$ cat config.mk
export PLATFORM = sky130hd
export DESIGN_NAME = edge_frame_collector
export DESIGN_NICKNAME = d
export VERILOG_FILES = /design/src/rtl/edge_frame_collector.sv
export SDC_FILE = /design/constraint.sdc
export NUM_CORES = 1
export LEC_CHECK = 0
export CORE_MARGIN = 1.5
export CORE_UTILIZATION = 50
export CTS_BUF_LIST = sky130_fd_sc_hd__clkbuf_8
export CTS_CLUSTER_DIAMETER = 120
export DETAILED_ROUTE_END_ITERATION = 16
export PLACE_DENSITY = 0.64
export SLEW_MARGIN = 0
export SYNTH_ARGS = -nofsm -noshare
export SYNTH_HDL_FRONTEND = slang
export SYNTH_SLANG_ARGS = --single-unit
$ cat constraint.sdc
create_clock -name clk -period 2.8 [get_ports clk]
set_clock_uncertainty 0.2 [all_clocks]
set_input_delay 0.28 -clock clk [delete_from_list [all_inputs] [get_ports clk]]
set_output_delay 0.28 -clock clk [all_outputs]
set_load 0.005 [all_outputs]
$ cat src/rtl/edge_frame_collector.sv
`default_nettype none
// ============================================================================
// Module   : edge_frame_collector
// Brief    : Collects interior 3x3 edge-filter results into a (W-2)x(H-2)
//            frame RAM and exposes it through a 1-cycle read port until
//            the consumer acknowledges. Optional macro EDGE_COLLECT_STATS_EN
//            adds a saturated-pixel counter output (sat_count).
// Revision : 1.0 - initial release
// ============================================================================
module edge_frame_collector #(
    parameter int IMAGE_WIDTH  = 8,
    parameter int IMAGE_HEIGHT = 8,
    parameter int ADDR_W       = 6
) (
    input  logic              clk,
    input  logic              rst,
    input  logic              in_valid,
    input  logic [7:0]        filt_pixel,
    output logic              frame_ready,
    input  logic              frame_ack,
    input  logic              rd_en,
    input  logic [ADDR_W-1:0] rd_addr,
    output logic [7:0]        rd_data,
    output logic              rd_valid,
    output logic              overflow
`ifdef EDGE_COLLECT_STATS_EN
    ,
    output logic [ADDR_W:0]   sat_count
`endif
);

    localparam int c_CW    = $clog2(IMAGE_WIDTH);
    localparam int c_RW    = $clog2(IMAGE_HEIGHT);
    localparam int c_DEPTH = (IMAGE_WIDTH - 2) * (IMAGE_HEIGHT - 2);

    localparam logic [c_CW-1:0]   c_NC_MAX = c_CW'(IMAGE_WIDTH - 1);
    localparam logic [c_RW-1:0]   c_NR_MAX = c_RW'(IMAGE_HEIGHT - 1);
    localparam logic [c_CW-1:0]   c_NC_TWO = c_CW'(2);
    localparam logic [c_RW-1:0]   c_NR_TWO = c_RW'(2);
    localparam logic [ADDR_W:0]   c_DEPTH_V = (ADDR_W + 1)'(c_DEPTH);
    localparam logic [ADDR_W-1:0] c_WPTR_ONE = ADDR_W'(1);

    localparam logic [0:0] c_ST_COLLECT = 1'b0;
    localparam logic [0:0] c_ST_DONE    = 1'b1;

    logic [0:0]        r_state;
    logic [0:0]        w_state_next;
    logic [c_RW-1:0]   r_nr;
    logic [c_CW-1:0]   r_nc;
    logic [ADDR_W-1:0] r_wptr;
    logic              r_pend;
    logic              r_pend_last;
    logic              r_overflow;
    logic [7:0]        r_rd_data;
    logic              r_rd_valid;
    logic [7:0]        r_ram [c_DEPTH];

    logic w_accept;
    logic w_write;
    logic w_last_write;
    logic w_rd_accept;
    logic w_nc_wrap;

    assign w_accept     = in_valid && (r_state == c_ST_COLLECT);
    assign w_write      = r_pend && !rst;
    assign w_last_write = w_write && r_pend_last;
    assign w_rd_accept  = rd_en && (r_state == c_ST_DONE);
    assign w_nc_wrap    = (r_nc == c_NC_MAX);

    // ------------------------------------------------------------------
    // FSM: state register / next-state / outputs
    // ------------------------------------------------------------------
    always_ff @(posedge clk) begin
        if (rst) begin
            r_state <= c_ST_COLLECT;
        end else begin
            r_state <= w_state_next;
        end
    end

    always_comb begin
        w_state_next = r_state;
        case (r_state)
            c_ST_COLLECT: if (w_last_write) w_state_next = c_ST_DONE;
            c_ST_DONE:    if (frame_ack)    w_state_next = c_ST_COLLECT;
            default:      w_state_next = c_ST_COLLECT;
        endcase
    end

    always_comb begin
        frame_ready = (r_state == c_ST_DONE);
    end

    // ------------------------------------------------------------------
    // Raster position of the newest pixel and the pending-window flag.
    // The window centred one row/column behind is interior when the
    // newest pixel sits at row >= 2 and column >= 2.
    // ------------------------------------------------------------------
    always_ff @(posedge clk) begin
        if (rst) begin
            r_nr        <= '0;
            r_nc        <= '0;
            r_pend      <= 1'b0;
            r_pend_last <= 1'b0;
        end else begin
            r_pend      <= w_accept && (r_nr >= c_NR_TWO) && (r_nc >= c_NC_TWO);
            r_pend_last <= w_accept && (r_nr == c_NR_MAX) && w_nc_wrap;
            if (w_accept) begin
                if (w_nc_wrap) begin
                    r_nc <= '0;
                    r_nr <= (r_nr == c_NR_MAX) ? '0 : r_nr + c_RW'(1);
                end else begin
                    r_nc <= r_nc + c_CW'(1);
                end
            end
        end
    end

    always_ff @(posedge clk) begin
        if (rst) begin
            r_wptr <= '0;
        end else if (w_last_write) begin
            r_wptr <= '0;
        end else if (w_write) begin
            r_wptr <= r_wptr + c_WPTR_ONE;
        end
    end

    // Frame RAM has no reset; contents survive rst.
    always_ff @(posedge clk) begin
        if (w_write) begin
            r_ram[r_wptr] <= filt_pixel;
        end
    end

    // ------------------------------------------------------------------
    // Read port and sticky overflow
    // ------------------------------------------------------------------
    always_ff @(posedge clk) begin
        if (rst) begin
            r_rd_data  <= 8'h00;
            r_rd_valid <= 1'b0;
        end else begin
            r_rd_valid <= w_rd_accept;
            if (w_rd_accept) begin
                if ({1'b0, rd_addr} < c_DEPTH_V) begin
                    r_rd_data <= r_ram[rd_addr];
                end else begin
                    r_rd_data <= 8'h00;
                end
            end
        end
    end

    always_ff @(posedge clk) begin
        if (rst) begin
            r_overflow <= 1'b0;
        end else if (in_valid && (r_state == c_ST_DONE)) begin
            r_overflow <= 1'b1;
        end
    end

    assign rd_data  = r_rd_data;
    assign rd_valid = r_rd_valid;
    assign overflow = r_overflow;

`ifdef EDGE_COLLECT_STATS_EN
    logic [ADDR_W:0] r_sat_count;

    // Writes only occur in COLLECT, so the count is naturally frozen in DONE.
    always_ff @(posedge clk) begin
        if (rst) begin
            r_sat_count <= '0;
        end else if ((r_state == c_ST_DONE) && frame_ack) begin
            r_sat_count <= '0;
        end else if (w_write && (filt_pixel == 8'hFF)) begin
            r_sat_count <= r_sat_count + (ADDR_W + 1)'(1);
        end
    end

    assign sat_count = r_sat_count;
`endif

endmodule
`default_nettype wire

# Yosys cells after proc, flatten, opt, wreduce, memory -nomap -nowiden
# Memories as Yosys holds them, arrays and structs flattened.
# Index checks and enable logic that the tools add are counted.
[totals] output_inout_bits=11 register_bits=25 elab_cells=39 in_bits=19 n_memories=1 ram_bits=288
[memory_table] memory="r_ram" words=36 width=8 rd=1 rd_ports_with_merged_regs=0 write_ports=1 line_no="56" rtl="logic [7:0] r_ram [c_DEPTH];"
[op_classes] n_mux=8 magnitude_cmp=3 reduce_logical=12 bitwise_logic=1 n_eq_ne=2 addsub=3
[ops] op="logical AND 1 bit" n=9
[ops] op="two-way mux 8 bit" n=1
[ops] op="adder 3 x 1 -> 3 bit, second input constant" n=2
[ops] op="adder 6 x 1 -> 6 bit, second input constant" n=1
[ops] op="equality test 3 bit, second input constant" n=2
[ops] op=">= comparator 3 x 2 -> 1 bit, second input constant" n=2
[ops] op="< comparator 6 bit, second input constant" n=1
[ops] op="two-way mux 3 bit" n=2
[ops] op="two-way mux 1 bit" n=4
[ops] op="case mux 1 bit (2 select lines)" n=1
[ops] op="AND reduction 2 bit" n=1
[ops] op="OR reduction 2 bit" n=1
[ops] op="zero test 1 bit" n=1
[ops] op="inverter 1 bit" n=1

# Depth between registers and ports, before layout
# Gate-level depths: netlist (run 1).
[logic_depth] ltp_word=5 depth_mapped=8

# Least setup slack after synthesis (run 1)
# No wires, ideal clock.
[synth_timing] path_type="register -> register" start="reg r_pend" end="mem r_ram[4][0] (enable)" n_path_buf=1 period_less_slack_ns=2.131 arrival_time_ns=1.561 slack_ns=0.669 stages_incl_launch_ff=6 path_cell_list="dfxtp_1 > clkbuf_1 > nor2b_1 > nor2b_1 > nand2_1 > nor2_1"
[synth_between] elab_chain_len=3
[synth_lines] item="from (decl)" line_no="51" rtl="logic r_pend;"
[synth_lines] item="from (signal assigned)" line_no="106" rtl="r_pend <= w_accept && (r_nr >= c_NR_TWO) && (r_nc >= c_NC_TWO);"
[synth_lines] item="logical AND 1 bit" line_no="65" rtl="assign w_write = r_pend && !rst;"
[synth_lines] item="two-way mux 1 bit" line_no="131" rtl="if (w_write) begin"
[synth_lines] item="two-way mux 1 bit (not written as such)" line_no="132" rtl="r_ram[r_wptr] <= filt_pixel;"
[synth_lines] item="to (decl)" line_no="56"
# Every way passes these cells.

# Final worst setup path (run 1)
[layout_timing] start="reg r_state, in the netlist frame_ready" end="out frame_ready"
[layout_lines] item="from (decl)" line_no="46" rtl="logic [0:0] r_state;"
[layout_lines] item="from (signal assigned)" line_no="75" rtl="r_state <= c_ST_COLLECT;"
[layout_lines] item="from (signal assigned)" line_no="77" rtl="r_state <= w_state_next;"
[layout_lines] item="to (decl)" line_no="19" rtl="output logic frame_ready,"
# No word-level cell between the ends.

==> metrics.cfg, run 1 <==
[route]
wl_per_cell_um=25.1
dr.first_iter.drc_count=550
drt_pass1_iterations=5
drt_wl_total_um=30200
drcViolationCount=0
viasPerCell=5.80
ant_nets=0
vias=6974

[global_routing]
grt_pass1_wl_um=45300
antenna_found_initial=0
grt_usage_pct=23.9
grt_pass1_vias=7231
gr-total-overflow=0
grt_max_degree=39

[timing]
clock.fmax_ghz=0.408
rsz0062_at_grt=false
fin_hold_ws_ns=0.112
maxSlewViolCount=0
setup_viol=0
maxSlewHeadroom_pct=52.9
hold_viol=0
tightest_slew_ns=0.706
period_minus_slack_ns=2.45
finalCritPeriodShare_pct=87.6
tns_ns=0

[synthesis]
synth_cell_types=42
syn_inst=737
synth.most_common_cell=edfxtp_1
netlist_top_cells_area=edfxtp_1, mux2i_1, mux4_2
ys.flop_type=edfxtp_1
seq_area_frac_synth_pct=72.4
yosysWarnings=0
synthesis.nets=762
synth_top_area_share_pct=68.5
synthTopCellsByCount=edfxtp_1, mux2i_1, nor2_1
yosysTopAreaCell=edfxtp_1
synth_edf_count=288
syn-cell-area_mm2=0.0126
asyncSetResetFlopFracSynth_pct=0
synth.avg_cell_area_um2=17.1
synth.ff_latch_count=313

[die]
num_rows=57
coreArea_mm2=0.0245
initial_utilization_pct=51.5
num_io_pins=30
dieArea_mm2=0.0262
die_h_um=162
die_x_um=162

[setup_path]
crit_family=flip-flops
path_cells=clkdlybuf4s50_1
critPathMaxFanout=14
critPathSlowestCell=dfxtp_1
cp_slowest_stage_delay_ns=0.77
crit_required_ns=2.32
path_buf_inv=1
worst-setup-path-type=reg2out
critPathArrivalTime_ns=1.97
critical_path.startpoint_type=register
cp-end-kind=primary output

[clocking]
cts_hold_buf=0
postCtsSetupBuffers=0
cts_made_buffers=50
cts_buffer_depth=3
htree_levels=2
cts_tree=yes
path_clk_slew_ns=0.06
cts_root_buf=clkbuf_8
cts_resized=0
insertion_delay_ns=0.56
cts.sinks=313

[run_status]
status=finished clean

[pwr]
p_int_mw=7.13
pwr-share-clk_pct=39.2
leakagePower_nw=4.96
pwr-share-seq_pct=56.0
vdd_ir_drop_max_uv=419
powerDensity_mw_per_mm2=629
combPwrFrac_pct=4.8
switchingPower_mw=1.99
switching_share_pct=21.8

[hold_path]
hp-class=in2reg

[finish]
num_antenna_cells=0
area_growth_pct=14.9
finalNetCount=866
stdcell_area_mm2=0.0145
drive_gt1_share_pct=20.8

[place]
io_buffers=29
hpwl_um=19800
gp_congestion=0.882
dpl_cell_area_mm2=0.0136

[flow_run]
cap_violations=0

==> flip-flops by register name, summed over array words and instances (netlist names) <==
signal,flops
r_ram,288
frame_ready,1
r_nc,3
overflow,1
r_wptr,6
rd_data,8
r_pend_last,1
rd_valid,1
r_nr,3
r_pend,1
==> path summary, 6_finish.rpt <==
path                                from  cells after the start  slack, ns                 endpoint
setup reg to reg  frame_ready$_SDFF_PP0_                      5       0.46  rd_data[7]$_SDFFE_PP0P_
hold reg to reg    overflow$_SDFFE_PP0P_                      2       0.28    overflow$_SDFFE_PP0P_
hold / removal                rd_addr[1]                      3       0.11  rd_data[0]$_SDFFE_PP0P_
setup / recovery  frame_ready$_SDFF_PP0_                      1       0.35              frame_ready
==> through the flow <==
step	instances	setup slack (ns)	power, mW	utilization (%)
global placement	1113	0.205	5.64	55.4
finish	1203	0.348	9.12	59.1
detailed placement	1113	0.156	5.64	55.4
floorplan	737	0.669	5.44	-
CTS	1203	0.315	9.20	59.1
global route	1203	0.284	9.41	59.1
==> area by class of cell <==
type	instances	area, um2
clock buffer	54	743
clock inverter	36	175
fill	1911	10000
inverter	1	3.75
multi-input combinational	386	3250
sequential	313	9150
tap	324	405
timing repair buffer	89	781
==> placed cells by master (no fill, tap or decap), types with 6 or more instances in the layout <==
master / n
dfxtp_1: 25
a21oi_1: 17
nor2_1: 67
a221o_1: 8
ha_1: 6
a211oi_1: 10
a21bo_2: 8
o22ai_1: 12
edfxtp_1: 288
o211ai_1: 14
or3_1: 18
clkbuf_8: 54
nand3b_1: 6
clkinv_1: 6
a22oi_1: 9
mux4_2: 32
nand2_1: 18
inv_1: 23
nor3_1: 18
nor2b_1: 14
buf_4: 58
mux2i_1: 88
clkdlybuf4s50_1: 26
==> cells by family after synthesis <==
| logic type | count (synthesis) | share of synthesized area [%] |
|---|---|---|
| XOR/XNOR | 1 | 0.0694 |
| buffers and inverters | 38 | 1.79 |
| multiplexers | 122 | 12.9 |
| AND/OR/NAND/NOR | 169 | 6.90 |
| adder cells (fa/ha/maj) | 6 | 0.594 |
| AO/OA/AOI/OAI | 88 | 5.34 |
| flip-flops | 313 | 72.4 |
==> worst register-to-register path, cell delays in order, from the launching register on <==
cell and delay [ns]:
dfxtp_1 0.77, nand2_1 0.25, a21oi_4 0.34, nand2_1 0.17, a221o_1 0.33, nor3_1 0.19
==> power by group through the flow <==
stage / Combinational, mW / Sequential [mW] / Clock (mW)
2_1_floorplan: 0.239 / 5.20 / 0
5_1_grt: 0.469 / 5.10 / 3.84
3_3_place_gp: 0.435 / 5.20 / 0
3_5_place_dp: 0.442 / 5.20 / 0
6_report: 0.440 / 5.10 / 3.58
4_1_cts: 0.444 / 5.10 / 3.65
==> metal layers <==
| metal | share of wire [%] | routed length [um] | vias to the layer above | global-route usage [%] |
|---|---|---|---|---|
| met3 | 5.4 | 1630 | 47 | 4.16 |
| met4 | 2.1 | 630 | 0 | 7.09 |
| met1 | 42 | 12700 | 3579 | 32.4 |
| met2 | 51 | 15300 | 213 | 40.1 |
| met5 | 0 | 0 | - | 0 |
| li1 | - | - | 3135 | - |
Power figures use the tool's default switching activity.
==> inputs of run 2 (changes only) <==
--- a/config.mk
+++ b/config.mk
@@ -10,7 +10,9 @@
 export CTS_BUF_LIST = sky130_fd_sc_hd__clkbuf_8
 export CTS_CLUSTER_DIAMETER = 120
 export DETAILED_ROUTE_END_ITERATION = 16
-export PLACE_DENSITY = 0.64
+export DONT_BUFFER_PORTS = 1
+export GPL_ROUTABILITY_DRIVEN = 0
+export PLACE_DENSITY = 0.62
 export SLEW_MARGIN = 0
 export SYNTH_ARGS = -nofsm -noshare
 export SYNTH_HDL_FRONTEND = slang
==> run 2 against run 1 <==
Against the previous run: clock-buffer cell count rose by 4; total power increased by 4.2%; via count rose by 2.3%; routed wire length is 2.7% higher; largest cell class unchanged; largest power group unchanged.
==> metrics.cfg, run 2 (synthesis results as in run 1) <==
[global_routing]
grt_max_degree=73  ; was 39
antenna_found_initial=3  ; was 0
gr-total-overflow=0  ; unchanged
grt_pass1_wl_um=45700  ; was 45300 um
grt_usage_pct=24.2  ; was 23.9%
grt_pass1_vias=7078  ; was 7231

[setup_path]
cp_slowest_stage_delay_ns=0.59  ; was 0.77 ns
cp-endpoint=rd_data[0]$_SDFFE_PP0P_  ; was frame_ready
r2r_setup_slack_ns=0.16  ; was 0.46 ns
cp-end-kind=register  ; was primary output
r2r_end=rd_data[0]$_SDFFE_PP0P_  ; was rd_data[7]$_SDFFE_PP0P_
worst-setup-path-type=reg2reg  ; was reg2out
crit_required_ns=3.07  ; was 2.32 ns
reg2regPathDepth=6  ; was 5
path_cells=a21bo_2, o211ai_1, or3_1, a211oi_1, nor3_1, dlygate4sd3_1  ; was clkdlybuf4s50_1
r2r_start=frame_ready$_SDFF_PP0_  ; unchanged
critPathArrivalTime_ns=2.91  ; was 1.97 ns
critPathSlowestCell=dfxtp_1  ; unchanged
critPathMaxFanout=10  ; was 14
crit_start=frame_ready$_SDFF_PP0_  ; unchanged
critical_path.startpoint_type=register  ; unchanged

[clocking]
cts_tree=yes  ; unchanged
cts_root_buf=clkbuf_8  ; unchanged
postCtsSetupBuffers=0  ; unchanged
cts_made_buffers=51  ; was 50
insertion_delay_ns=0.58  ; was 0.56 ns
path_clk_slew_ns=0.07  ; was 0.06 ns
cts_buffer_depth=3  ; unchanged
cts.sinks=313  ; unchanged
cts_resized=0  ; unchanged
cts_hold_buf=30  ; was 0
htree_levels=2  ; unchanged

[die]
num_io_pins=30  ; unchanged
dieArea_mm2=0.0262  ; unchanged
die_x_um=162  ; unchanged
num_rows=57  ; unchanged
initial_utilization_pct=51.5  ; unchanged
die_h_um=162  ; unchanged
coreArea_mm2=0.0245  ; unchanged

[timing]
tns_ns=0  ; unchanged
clock.fmax_ghz=0.378  ; was 0.408 GHz
rsz0062_at_grt=false  ; unchanged
tightest_slew_ns=1.06  ; was 0.706 ns
finalCritPeriodShare_pct=94.4  ; was 87.6%
period_minus_slack_ns=2.64  ; was 2.45 ns
maxSlewHeadroom_pct=29.3  ; was 52.9%
setup_viol=0  ; unchanged
maxSlewViolCount=0  ; unchanged
hold_viol=0  ; unchanged

[finish]
stdcell_area_mm2=0.0145  ; about the same
drive_gt1_share_pct=19.6  ; was 20.8%
regMostFlops=r_ram  ; unchanged
regArea_mm2=0.00915  ; unchanged
final_common_cell=edfxtp_1  ; unchanged
fin_cells=1182  ; was 1203
largest_register_ffs=288  ; unchanged
multi_input_area_mm2=0.00325  ; unchanged
area_growth_pct=14.8  ; was 14.9%
nFillCells=1856  ; was 1911
final_cell_mix=edfxtp_1, mux2i_1, nor2_1  ; unchanged
finalNetCount=841  ; was 866
finalCoreUtilization_pct=59.1  ; about the same

[run_status]
status=finished clean  ; unchanged

[hold_path]
hp-class=in2reg  ; unchanged

[route]
vias=7134  ; was 6974
wl_per_cell_um=26.3  ; was 25.1 um
dr.first_iter.drc_count=860  ; was 550
drt_wl_total_um=31000  ; was 30200 um
viasPerCell=6.04  ; was 5.80
drcViolationCount=0  ; unchanged
drt_pass1_iterations=6  ; was 5
ant_nets=0  ; unchanged

[place]
io_buffers=0  ; was 29
dpl_cell_area_mm2=0.0131  ; was 0.0136 mm2
place_inst=1057  ; was 1113
hpwl_um=18500  ; was 19800 um

[flow_run]
cap_violations=0  ; unchanged

[pwr]
leakagePower_nw=4.93  ; was 4.96 nW
vdd_ir_drop_max_uv=527  ; was 419 uV
powerDensity_mw_per_mm2=656  ; was 629 mW/mm2

## run 2: worst min-delay path by stage
stage	start	to	slack (ns)	cells past startpoint
after global routing	rd_addr[1]	rd_data[6]$_SDFFE_PP0P_	0.03	3
final	rd_addr[1]	rd_data[6]$_SDFFE_PP0P_	0.006	3
after CTS	rd_addr[0]	rd_data[5]$_SDFFE_PP0P_	0.006	5
after detailed placement	rst	frame_ready$_SDFF_PP0_	0.16	1
after global placement	rst	r_nc[2]$_SDFFE_PP0P_	0.16	1
after floorplan	filt_pixel[0]	r_ram[0][0]$_DFFE_PP_	0.18	0
## run 2: final cells by class
| type | count | area share [%] |
|---|---|---|
| Timing Repair Buffer | 63 | 4.33 |
| Sequential cell | 313 | 63.1 |
| Multi-Input combinational cell | 386 | 22.4 |
| Clock buffer | 58 | 5.51 |
| Tap cell | 324 | 2.80 |
| Antenna cell | 1 | 0.0173 |
| Clock inverter | 36 | 1.75 |
| Inverter | 1 | 0.0259 |
## run 2: report_power, final
part           switching (mW)  leakage, nW  total, mW  internal [mW]
Clock                    1.77        0.600       4.03           2.26
Combinational           0.210         1.54      0.367          0.157
Sequential            0.00293         2.79       5.10           5.10
## run 2: through the flow
stage | hold slack (ns) | total power [mW] | worst slack (ns)
6_report | 0.00558 | 9.50 | 0.157
2_1_floorplan | 0.179 | 5.44 | 0.669
5_1_grt | 0.0313 | 9.78 | 0.0639
3_5_place_dp | 0.157 | 5.42 | 0.563
3_3_place_gp | 0.155 | 5.42 | 0.651
4_1_cts | 0.00550 | 9.57 | 0.197
## run 2: metal layers
layer	vias up	wire, um	global-route usage, %
met3	74	2600	6.10
met5	-	12	0
li1	3095	-	-
met1	3615	13000	33.0
met4	2	947	8.38
met2	348	14500	38.1
## run 2: worst max-delay path: cells and delay by family, from the launching register on
| kind | cells | cell delay, ns |
|---|---|---|
| AOI/OAI and AO/OA | 3 | 0.66 |
| DFF | 1 | 0.59 |
| buffers and inverters | 1 | 0.56 |
| and+or+nand+nor | 2 | 0.54 |
